==> src/rtl/mem_bus_initiator.sv <==
// Single-outstanding command/response initiator for the native valid/ready memory bus.
// Optional request watchdog enabled by defining MEM_BUS_INITIATOR_TIMEOUT_EN.
module mem_bus_initiator #(
  parameter int unsigned TIMEOUT_CYCLES = 256
) (
  input  logic        clk,
  input  logic        reset,
  input  logic        cmd_valid,
  output logic        cmd_ready,
  input  logic        cmd_write,
  input  logic [31:0] cmd_addr,
  input  logic [31:0] cmd_wdata,
  input  logic [3:0]  cmd_wstrb,
  output logic        rsp_valid,
  input  logic        rsp_ready,
  output logic [31:0] rsp_rdata,
  output logic        rsp_err,
  output logic        mem_valid,
  input  logic        mem_ready,
  output logic [31:0] mem_addr,
  output logic [31:0] mem_wdata,
  output logic [3:0]  mem_wstrb,
  input  logic [31:0] mem_rdata
);

  if (TIMEOUT_CYCLES < 2 || TIMEOUT_CYCLES > 65535) begin : g_bad_timeout
    $error("TIMEOUT_CYCLES must lie in 2..65535");
  end

  typedef enum logic [1:0] {
    IDLE = 2'd0,
    REQ  = 2'd1,
    RESP = 2'd2
  } state_t;

  state_t      state_reg, state_next;
  logic [31:0] addr_reg, addr_next;
  logic [31:0] wdata_reg, wdata_next;
  logic [3:0]  wstrb_reg, wstrb_next;
  logic [31:0] rdata_reg, rdata_next;

  // Byte offset bits are discarded: the bus is word addressed.
  logic unused_addr_bits;
  assign unused_addr_bits = ^cmd_addr[1:0];

`ifdef MEM_BUS_INITIATOR_TIMEOUT_EN
  localparam logic [15:0] LAST_COUNT = 16'(TIMEOUT_CYCLES - 1);
  logic [15:0] count_reg, count_next;
  logic        err_reg, err_next;
`endif

  always_ff @(posedge clk or posedge reset) begin
    if (reset) begin
      state_reg <= IDLE;
      addr_reg  <= '0;
      wdata_reg <= '0;
      wstrb_reg <= '0;
      rdata_reg <= '0;
`ifdef MEM_BUS_INITIATOR_TIMEOUT_EN
      count_reg <= '0;
      err_reg   <= 1'b0;
`endif
    end else begin
      state_reg <= state_next;
      addr_reg  <= addr_next;
      wdata_reg <= wdata_next;
      wstrb_reg <= wstrb_next;
      rdata_reg <= rdata_next;
`ifdef MEM_BUS_INITIATOR_TIMEOUT_EN
      count_reg <= count_next;
      err_reg   <= err_next;
`endif
    end
  end

  always_comb begin
    state_next = state_reg;
    addr_next  = addr_reg;
    wdata_next = wdata_reg;
    wstrb_next = wstrb_reg;
    rdata_next = rdata_reg;
`ifdef MEM_BUS_INITIATOR_TIMEOUT_EN
    count_next = count_reg;
    err_next   = err_reg;
`endif
    case (state_reg)
      IDLE: begin
        if (cmd_valid) begin
          addr_next  = {cmd_addr[31:2], 2'b00};
          wdata_next = cmd_wdata;
          wstrb_next = cmd_write ? cmd_wstrb : 4'b0000;
          state_next = REQ;
`ifdef MEM_BUS_INITIATOR_TIMEOUT_EN
          count_next = '0;
`endif
        end
      end
      REQ: begin
        if (mem_ready) begin
          // An all-zero strobe is a read, even if it arrived as a write command.
          rdata_next = (wstrb_reg == 4'b0000) ? mem_rdata : 32'h0;
          state_next = RESP;
`ifdef MEM_BUS_INITIATOR_TIMEOUT_EN
          err_next   = 1'b0;
        end else if (count_reg == LAST_COUNT) begin
          rdata_next = 32'h0;
          err_next   = 1'b1;
          state_next = RESP;
        end else begin
          count_next = count_reg + 16'd1;
`endif
        end
      end
      RESP: begin
        if (rsp_ready) begin
          state_next = IDLE;
        end
      end
      default: state_next = IDLE;
    endcase
  end

  // Handshake outputs decode the state register only, so no input reaches an output combinationally.
  assign cmd_ready = (state_reg == IDLE);
  assign mem_valid = (state_reg == REQ);
  assign rsp_valid = (state_reg == RESP);
  assign mem_addr  = addr_reg;
  assign mem_wdata = wdata_reg;
  assign mem_wstrb = wstrb_reg;
  assign rsp_rdata = rdata_reg;
`ifdef MEM_BUS_INITIATOR_TIMEOUT_EN
  assign rsp_err   = err_reg;
`else
  assign rsp_err   = 1'b0;
`endif

endmodule

==> config.mk <==
export PLATFORM = sky130hd
export DESIGN_NAME = mem_bus_initiator
export DESIGN_NICKNAME = d
export VERILOG_FILES = /design/src/rtl/mem_bus_initiator.sv
export SDC_FILE = /design/constraint.sdc
export NUM_CORES = 1
export LEC_CHECK = 0
export ABC_AREA = 1
export CORE_MARGIN = 3
export CORE_UTILIZATION = 40
export CTS_CLUSTER_SIZE = 25
export DETAILED_ROUTE_END_ITERATION = 8
export PLACE_DENSITY = 0.81
export SLEW_MARGIN = 20
export SYNTH_ARGS = -nofsm -noshare
export SYNTH_HDL_FRONTEND = slang
export SYNTH_SLANG_ARGS = --single-unit
==> constraint.sdc <==
create_clock -name clk -period 4.43 [get_ports clk]
set_input_delay 1.1075 -clock clk [delete_from_list [all_inputs] [get_ports clk]]
set_output_delay 1.1075 -clock clk [all_outputs]
set_load 0.1 [all_outputs]
## Word-level counts from Yosys, hierarchy flattened

Cells that the tools add are included.
Widths: inputs -> output; s select.

| operators by class | value |
|---|---|
| equality and inequality tests | 5 |
| mux-type cells | 6 |
| reduce and logical (&&, ||, !) cells | 5 |

Operators with widths:

| cell | number |
|---|---|
| $mux 32 | 1 |
| $mux 2 | 3 |
| $pmux 2 s3 | 1 |
| $logic_not 4->1 | 1 |
| $mux 4 | 1 |
| $ne 2x1->1 const B | 2 |
| $reduce_and 2->1 | 2 |
| $reduce_and 3->1 | 1 |
| $eq 2x1->1 const B | 1 |
| $eq 2x2->1 const B | 1 |
| $logic_not 2->1 | 1 |
| $ne 2x2->1 const B | 1 |

| word-level totals | value |
|---|---|
| register bits | 100 |
| input port bits | 106 |
| output and inout bits | 104 |
| word-level logic and storage cells | 21 |

## Logic depth before layout (Yosys ltp)

Gate-level depths: netlist of run 1.

| depth | value |
|---|---|
| depth after elaboration | 3 |
| mapped depth | 7 |
| mapped depth without buffers | 5 |

## Worst setup path after synthesis of run 1

Ideal clock, no wire load.

| timing | value |
|---|---|
| kind | reg2out |
| start point | register state_reg[1] |
| end point | output port rsp_valid |
| arrival | 1.735 ns |
| required time | 3.323 ns |
| setup slack | 1.587 ns |
| cell stages (with the launch flop) | 3 |
| buffers on the path | 0 |
| path through | dfrtp_1 > inv_1 > nor2_1 |

| between the ends | value |
|---|---|
| longest elaborated chain between the ends | 1 |

Ends and longest elaborated chain:

| item | RTL line | source |
|---|---|---|
| start, declared | 36 | `state_t state_reg, state_next;` |
| start signal, assigned | 64 | `state_reg <= state_next;` |
| $eq 2x2->1 | 126 | `assign rsp_valid = (state_reg == RESP);` |
| end, declared | 14 | `output logic rsp_valid,` |

Every way passes these cells.

## Final worst setup path of run 1

Ends and elaborated chain as after synthesis.

==> results.tsv, run 1 <==
stage	metric	value	unit
run_status	status	complete, no violations	
setup_path	path_max_fanout	4	
setup_path	cp.arrival	2.16	ns
route	vias_per_cell	4.91	
clock_network	clk_pin_slew	0.09	ns
global_routing	grt.met2_usage	32.3	%
clock_network	clock_latency	0.35	ns
timing	fin_crit	3.26	ns
place	place.gp.congestion	0.754	
logic_synthesis	ys.flop_type	dfrtp_1	
logic_synthesis	ys_ff_latch	100	
logic_synthesis	netlist_instances	443	
cells_and_area	synthToLayoutAreaGrowth	55.1	%
route	dr.pass1.iters	4	
logic_synthesis	synth_edf_count	0	
route	drc	0	
global_routing	gr-usage-met3	6.06	%
route	drt-wirelength-per-cell	15.0	um
job	maxCapViolations	0	
global_routing	grt_pass1_vias	3580	
worst_hold_path	hold_class	reg -> reg	
logic_synthesis	ys_seq_area_share	60.9	%
floorplan	initial_core_util	41.6	%
floorplan	rows	36	
route	wirelength	11500	um
clock_network	cts_hold_buf	0	
setup_path	crit_type	reg -> out	
timing	fin_worst_skew	0.00390	ns
logic_synthesis	postSynthAreaPerCell	9.27	sq um
floorplan	die_h	107	um
cells_and_area	layout-drive-gt1-share	7.27	%
floorplan	coreArea	9860	sq um
timing	rsz0062_at_grt	false	
clock_network	cts-root-buf	clkbuf_8	
global_routing	antenna_found_initial	0	
logic_synthesis	async_reset_ff_share	100	%
logic_synthesis	synthTopCellsByArea	dfrtp_1, nand2_1, nand3_1	
timing	setup_viol	0	
timing	post-route-period-util	73.7	%
cells_and_area	diodes	0	
place	placed_cell_area	6170	sq um
place	hpwlAfterDp	8060	um
logic_synthesis	syn_area	4110	sq um
timing	relSlewSlack	31.9	%
global_routing	grt_usage	19.8	%
cells_and_area	multiInputGateArea	1410	sq um
timing	slew_viol_final	0	
global_routing	grt.overflow.total	0	
global_routing	grt_first_pass_wirelength	18000	um
global_routing	grt-busiest-layer	met2	
logic_synthesis	synth_top_area_cell	dfrtp_1	
logic_synthesis	synth_warnings	0	
route	drt.antenna.violating_nets	0	
clock_network	numCtsBuffers	9	
logic_synthesis	ys_types	17	
timing	fin_setup_tns	0	ns
setup_path	worstPathRequired	3.32	ns
clock_network	tritoncts	yes	
cells_and_area	final_nets	735	
floorplan	die_w	107	um
timing	clock.fmax	0.306	GHz
timing	hold_violations	0	
floorplan	dieArea	11500	sq um
setup_path	cp-end-kind	output pin	
route	vias	3761	
global_routing	grtUsageMet1	24.9	%
clock_network	cts_resized	0	
clock_network	post-cts-setup-buffers	0	
clock_network	h-tree-depth	3	
cells_and_area	fill_cells	803	
clock_network	cts_max_path_buffers	2	
cells_and_area	final_cell_area	6370	sq um
timing	tightest_slew	1.02	ns
route	drt-initial-drc-count	268	
cells_and_area	regArea	2500	sq um
logic_synthesis	yosysMostFrequentCell	nand2_1	
setup_path	start_kind	flop	
logic_synthesis	synthTopCellsByCount	nand2_1, dfrtp_1, nand3_1, o21ai_1, o21ai_2	
logic_synthesis	yosysTopAreaCellShare	60.9	%
place	port_buffers	204	
floorplan	io_pins	210	
global_routing	grt_max_degree	64	
clock_network	cts.sinks	100	
final timing paths:
check,endpoint,depth (start not counted),slack (ns),start
min reg2reg,mem_addr[23]$_DFFE_PP0P_,2,0.48,mem_addr[23]$_DFFE_PP0P_
max,rsp_valid,3,1.17,state_reg[1]$_DFFE_PP0P_
min in group asynchronous,mem_wdata[21]$_DFFE_PP0P_,2,1.18,reset
max reg2reg,mem_wdata[20]$_DFFE_PP0P_,6,2.03,state_reg[1]$_DFFE_PP0P_
max in group asynchronous,mem_wdata[2]$_DFFE_PP0P_,3,2.56,reset
min,mem_addr[23]$_DFFE_PP0P_,2,0.48,mem_addr[23]$_DFFE_PP0P_
metrics by stage:
stage          cells  hold WS, ns  setup slack [ns]  utilization [%]
6_report         766        0.477              1.17             64.5
2_1_floorplan    445        0.544             0.704                -
3_3_place_gp     751        0.454              1.51             62.5
3_5_place_dp     751        0.458              1.48             62.6
5_1_grt          766        0.498              1.09             64.5
4_1_cts          766        0.479              1.14             64.5
per-layer routing:
layer / wire length, um / part of all wire [%] / up-vias
met5: 0 / 0 / -
met4: 143 / 1.2 / 0
met3: 1070 / 9.3 / 10
met2: 5590 / 49 / 159
met1: 4710 / 41 / 1773
li1: - / - / 1819
final cells by class:
cell class / instances / area share [%]
clock buffers: 14 / 2.87
inverters: 3 / 0.216
repair buffers: 209 / 32.7
flip-flops and latches: 100 / 39.3
well taps: 133 / 2.61
multi-input cells: 306 / 22.2
clock inverters: 1 / 0.0786
placed cells by master (no fill, tap or decap), drive strengths merged:
cell type,n
nor2,5
o21ai,36
dfrtp,100
buf,7
clkinv,1
clkbuf,14
conb,3
inv,3
nand3,94
o31ai,2
nand2,166
clkdlybuf4s50,202
worst max-delay path, stage by stage (launching register included):
cell,delay [ns]
dfrtp_1,0.47
inv_1,0.09
nor2_1,0.11
clkdlybuf4s50_1,1.15
logic make-up after synthesis:
family / synth area share (%)
simple gates: 27.4
flops: 60.9
buf+inv: 5.27
compound gates: 6.31
other cells: 0.0913
Power of run 1 is left out: the tool's default activity adds up to more than one toggle a clock period on the data nets, which glitch-free logic cannot reach.
==> run 2, diff against run 1 <==
==> constraint.sdc (replaced) <==
create_clock -name clk -period 3.2 [get_ports clk]
set_input_delay 0.8 -clock clk [delete_from_list [all_inputs] [get_ports clk]]
set_output_delay 0.8 -clock clk [all_outputs]
set_load 0.1 [all_outputs]
==> results.tsv, run 2 (synthesis results as in run 1) <==
stage	metric	value	unit	change
clock_network	cts_max_path_buffers	2		unchanged
global_routing	grt_usage	20.1	%	+0.30 points
setup_path	critical_path_buf_inv_count	1		-1
timing	slew_viol_final	0		unchanged
setup_path	start_kind	flop		
setup_path	cp.arrival	1.56	ns	-0.60 ns
global_routing	grt_pass1_vias	3563		-0.47%
cells_and_area	diodes	0		unchanged
cells_and_area	synthToLayoutAreaGrowth	49.9	%	
place	place.gp.congestion	0.737		-2.3%
global_routing	grt.overflow.total	0		unchanged
clock_network	numCtsBuffers	9		unchanged
clock_network	cts-root-buf	clkbuf_8		
clock_network	post-cts-setup-buffers	0		unchanged
place	port_buffers	204		unchanged
timing	post-route-period-util	73.7	%	
clock_network	cts_hold_buf	0		unchanged
timing	hold_violations	0		unchanged
floorplan	io_pins	210		unchanged
clock_network	clock_latency	0.35	ns	about the same
run_status	status	complete, no violations		
route	dr.pass1.iters	4		unchanged
timing	fin_setup_tns	0	ns	unchanged
timing	relSlewSlack	45.7	%	+14 points
setup_path	worstPathRequired	2.40	ns	-0.92 ns
floorplan	rows	36		unchanged
timing	tightest_slew	0.814	ns	-0.205 ns
timing	clock.fmax	0.424	GHz	
global_routing	antenna_found_initial	0		unchanged
setup_path	worst_path_max_delay_cell	nor2_4		
route	vias	3783		+0.58%
floorplan	initial_core_util	41.6	%	unchanged
route	wirelength	11600	um	+0.72%
clock_network	tritoncts	yes		
floorplan	coreArea	9860	sq um	unchanged
clock_network	clk_pin_slew	0.09	ns	about the same
worst_hold_path	hold_class	reg -> reg		
cells_and_area	final_common_cell	nand2_1		
floorplan	dieArea	11500	sq um	unchanged
clock_network	cts.sinks	100		unchanged
cells_and_area	final_cell_mix	nand2_1, buf_4, clkdlybuf4s50_1		
setup_path	path_max_fanout	22		+18
clock_network	h-tree-depth	3		unchanged
floorplan	die_w	107	um	unchanged
cells_and_area	final_nets	738		+0.41%
route	vias_per_cell	4.91		about the same
timing	rsz0062_at_grt	false		
route	drc	0		unchanged
global_routing	grt_first_pass_wirelength	18300	um	+1.8%
cells_and_area	layout-drive-gt1-share	23.7	%	+16 points
setup_path	crit_chain	nor2_4 > buf_12		
cells_and_area	fill_cells	821		+2.2%
route	drt-wirelength-per-cell	15.1	um	+0.20%
setup_path	cp-end-kind	output pin		
job	maxCapViolations	0		unchanged
route	drt.antenna.violating_nets	0		unchanged
floorplan	die_h	107	um	unchanged
timing	fin_crit	2.36	ns	
cells_and_area	finish.utilization	62.4	%	-2.1 points
setup_path	crit_type	reg -> out		
route	drt-initial-drc-count	357		+33%
global_routing	grt_max_degree	72		+13%
clock_network	cts_resized	0		unchanged
timing	setup_viol	0		unchanged
setup_path	path_delay_family	simple AND/OR/NAND/NOR gates		
timing	fin_worst_skew	0.00423	ns	+0.000331 ns
setup_path	critPathMaxStageDelay	0.50	ns	-0.65 ns
place	hpwlAfterDp	8190	um	+1.6%
[run 2: cell types whose count changed in the layout (fill, tap and decap cells not counted), sizes merged]
| cell | previous run | this run |
|---|---|---|
| buf | 7 | 110 |
| clkdlybuf4s50 | 202 | 102 |
| clkbuf | 14 | 11 |
| clkinv | 1 | 4 |
| bufinv | 0 | 1 |
| clkinvlp | 0 | 1 |
| inv | 3 | 2 |
[run 2: final timing paths]
| check | startpoint | to | slack (ns) | cells past startpoint |
|---|---|---|---|---|
| max | state_reg[1]$_DFFE_PP0P_ | cmd_ready | 0.84 | 2 |
| min | mem_wdata[3]$_DFFE_PP0P_ | mem_wdata[3]$_DFFE_PP0P_ | 0.48 | 2 |
| max reg2reg | state_reg[1]$_DFFE_PP0P_ | mem_wstrb[0]$_DFFE_PP0P_ | 1.42 | 5 |
| min reg2reg | mem_wdata[3]$_DFFE_PP0P_ | mem_wdata[3]$_DFFE_PP0P_ | 0.48 | 2 |
| max in group asynchronous | reset | mem_addr[30]$_DFFE_PP0P_ | 1.59 | 3 |
| min in group asynchronous | reset | mem_wdata[6]$_DFFE_PP0P_ | 0.92 | 3 |
[run 2: final cells by class]
class / instances / area [sq um] / area share, %
Timing Repair Buffer: 212 / 1870 / 30.4
Clock inverter: 5 / 50.0 / 0.813
Multi-Input combinational cell: 306 / 1400 / 22.8
Clock buffer: 11 / 151 / 2.46
Tap cell: 133 / 166 / 2.70
Inverter: 3 / 15.0 / 0.244
Sequential cell: 100 / 2500 / 40.6
[run 2: stage by stage]
step                      hold slack (ns)  instance area [sq um]  worst slack [ns]  cells
after floorplan                     0.544                   4120             0.665    445
after global placement              0.457                   5960             0.992    754
after detailed placement            0.459                   5960             0.953    754
after CTS                           0.482                   6160             0.822    770
after global routing                0.494                   6160             0.746    770
final                               0.476                   6160             0.840    770
[run 2: worst reg2reg max path: cells and delay by family, from the launching register on]
family          cells  cell delay, ns
simple gates        3            0.76
flops               1            0.45
buf+inv             1            0.37
compound gates      1            0.08
[run 2: routing by layer]
layer  track usage (%)  part of all wire [%]  vias up
li1                  -                     -     1815
met1              25.6                    42     1803
met2              32.5                    48      156
met3              6.78                   9.7        9
met4              6.39                   1.2        0
met5                 0                     0        -
Power of run 2 is left out for the same reason.
==> run 3, diff against run 2 <==
==> constraint.sdc (replaced) <==
create_clock -name clk -period 2.5 [get_ports clk]
set_input_delay 0.625 -clock clk [delete_from_list [all_inputs] [get_ports clk]]
set_output_delay 0.625 -clock clk [all_outputs]
set_load 0.1 [all_outputs]
==> results.tsv, run 3 (synthesis results as in run 1) <==
stage	metric	value	unit	change
route	drc	0		unchanged
cells_and_area	final_cell_mix	nand2_1, buf_4, clkdlybuf4s50_1		
timing	hold_violations	0		unchanged
floorplan	io_pins	210		unchanged
route	vias_per_cell	4.93		+0.30%
clock_network	numCtsBuffers	9		unchanged
place	port_buffers	204		unchanged
floorplan	initial_core_util	41.6	%	unchanged
floorplan	die_h	107	um	unchanged
setup_path	cp.arrival	1.29	ns	-0.27 ns
setup_path	cp-end-kind	output pin		
setup_path	path_max_fanout	4		-82%
clock_network	cts_resized	0		unchanged
global_routing	grt_first_pass_wirelength	18400	um	+0.49%
clock_network	cts_hold_buf	0		unchanged
cells_and_area	final_common_cell	nand2_1		
job	maxCapViolations	0		unchanged
route	dr.pass1.iters	4		unchanged
global_routing	grt.overflow.total	0		unchanged
setup_path	critical_path_buf_inv_count	2		+1
clock_network	h-tree-depth	3		unchanged
timing	slew_viol_final	0		unchanged
clock_network	cts-root-buf	clkbuf_8		
worst_hold_path	hold_class	reg -> reg		
setup_path	crit_chain	inv_2 > nor2_2 > buf_4		
floorplan	coreArea	9860	sq um	unchanged
place	hpwlAfterDp	8480	um	+3.6%
route	drt-initial-drc-count	265		-26%
clock_network	clock_latency	0.36	ns	about the same
timing	setup_viol	0		unchanged
global_routing	grt_usage	20.2	%	+0.11 points
setup_path	start_kind	flop		
global_routing	grt_max_degree	72		unchanged
cells_and_area	synthToLayoutAreaGrowth	51.3	%	
cells_and_area	layout-drive-gt1-share	24.1	%	+0.36 points
place	dp_cells	757		+0.40%
setup_path	critPathMaxStageDelay	0.45	ns	-0.05 ns
clock_network	cts_max_path_buffers	2		unchanged
timing	fin_setup_tns	0	ns	unchanged
timing	clock.fmax	0.523	GHz	
route	wirelength	11800	um	+1.4%
timing	fin_worst_skew	0.0113	ns	+0.00711 ns
cells_and_area	final_nets	741		+0.41%
route	drt.antenna.violating_nets	0		unchanged
setup_path	crit_type	reg -> out		
global_routing	antenna_found_initial	0		unchanged
cells_and_area	finish.utilization	63.0	%	+0.56 points
floorplan	rows	36		unchanged
route	drt-wirelength-per-cell	15.2	um	+1.0%
floorplan	dieArea	11500	sq um	unchanged
route	vias	3809		+0.69%
global_routing	grt_pass1_vias	3666		+2.9%
place	place.gp.congestion	0.743		+0.83%
clock_network	tritoncts	yes		
cells_and_area	instances_no_fill	773		+0.39%
timing	post-route-period-util	76.6	%	
timing	fin_crit	1.91	ns	
clock_network	cts.sinks	100		unchanged
clock_network	clk_pin_slew	0.09	ns	about the same
cells_and_area	diodes	0		unchanged
setup_path	path_delay_family	flip-flops		
setup_path	worst_path_max_delay_cell	dfrtp_1		
timing	hold_ws	0.479	ns	+0.00272 ns
setup_path	worstPathRequired	1.88	ns	-0.52 ns
timing	rsz0062_at_grt	false		
run_status	status	complete, no violations		
floorplan	die_w	107	um	unchanged
clock_network	post-cts-setup-buffers	0		unchanged
-- run 3: cell count changes in the layout (fill, tap and decap cells not counted) --
cell / before / now
inv_6: 0 / 1
clkinv_2: 4 / 1
clkbuf_8: 11 / 12
bufinv_16: 1 / 0
buf_12: 2 / 5
clkinv_4: 0 / 2
-- run 3: stage by stage --
step	setup WS [ns]	cell area, sq um
after floorplan	0.140	4120
after CTS	0.554	6210
after global routing	0.490	6210
after global placement	0.563	6020
after detailed placement	0.522	6020
final	0.586	6210
-- run 3: area by class of cell --
cell class                 count  area (sq um)
multi-input combinational    306          1400
timing repair buffer         215          1930
sequential                   100          2500
fill                         798          3650
clock buffer                  12           165
inverter                       3          15.0
tap                          133           166
clock inverter                 4          31.3
-- run 3: path summary, 6_finish.rpt --
path | startpoint | end | slack (ns) | cells after the start
setup / recovery | state_reg[0]$_DFFE_PP0P_ | mem_valid | 0.59 | 3
hold / removal | mem_wdata[13]$_DFFE_PP0P_ | mem_wdata[13]$_DFFE_PP0P_ | 0.48 | 2
setup reg to reg | state_reg[1]$_DFFE_PP0P_ | mem_wdata[4]$_DFFE_PP0P_ | 0.83 | 5
hold reg to reg | mem_wdata[13]$_DFFE_PP0P_ | mem_wdata[13]$_DFFE_PP0P_ | 0.48 | 2
max in group asynchronous | reset | rsp_rdata[24]$_DFFE_PP0P_ | 1.33 | 3
min in group asynchronous | reset | mem_wdata[3]$_DFFE_PP0P_ | 0.62 | 2
-- run 3: tightest hold or removal path: stages, from the launching register on --
cell and delay, ns:
dfrtp_1 0.35, nand2_1 0.05, nand2_1 0.05
-- run 3: routing by layer --
| layer | track usage [%] | share of wire [%] |
|---|---|---|
| met1 | 24.8 | 41 |
| met4 | 7.58 | 2.0 |
| met3 | 5.10 | 8.7 |
| met2 | 34.4 | 49 |
| met5 | 0 | 0 |
Power of run 3 is left out for the same reason.
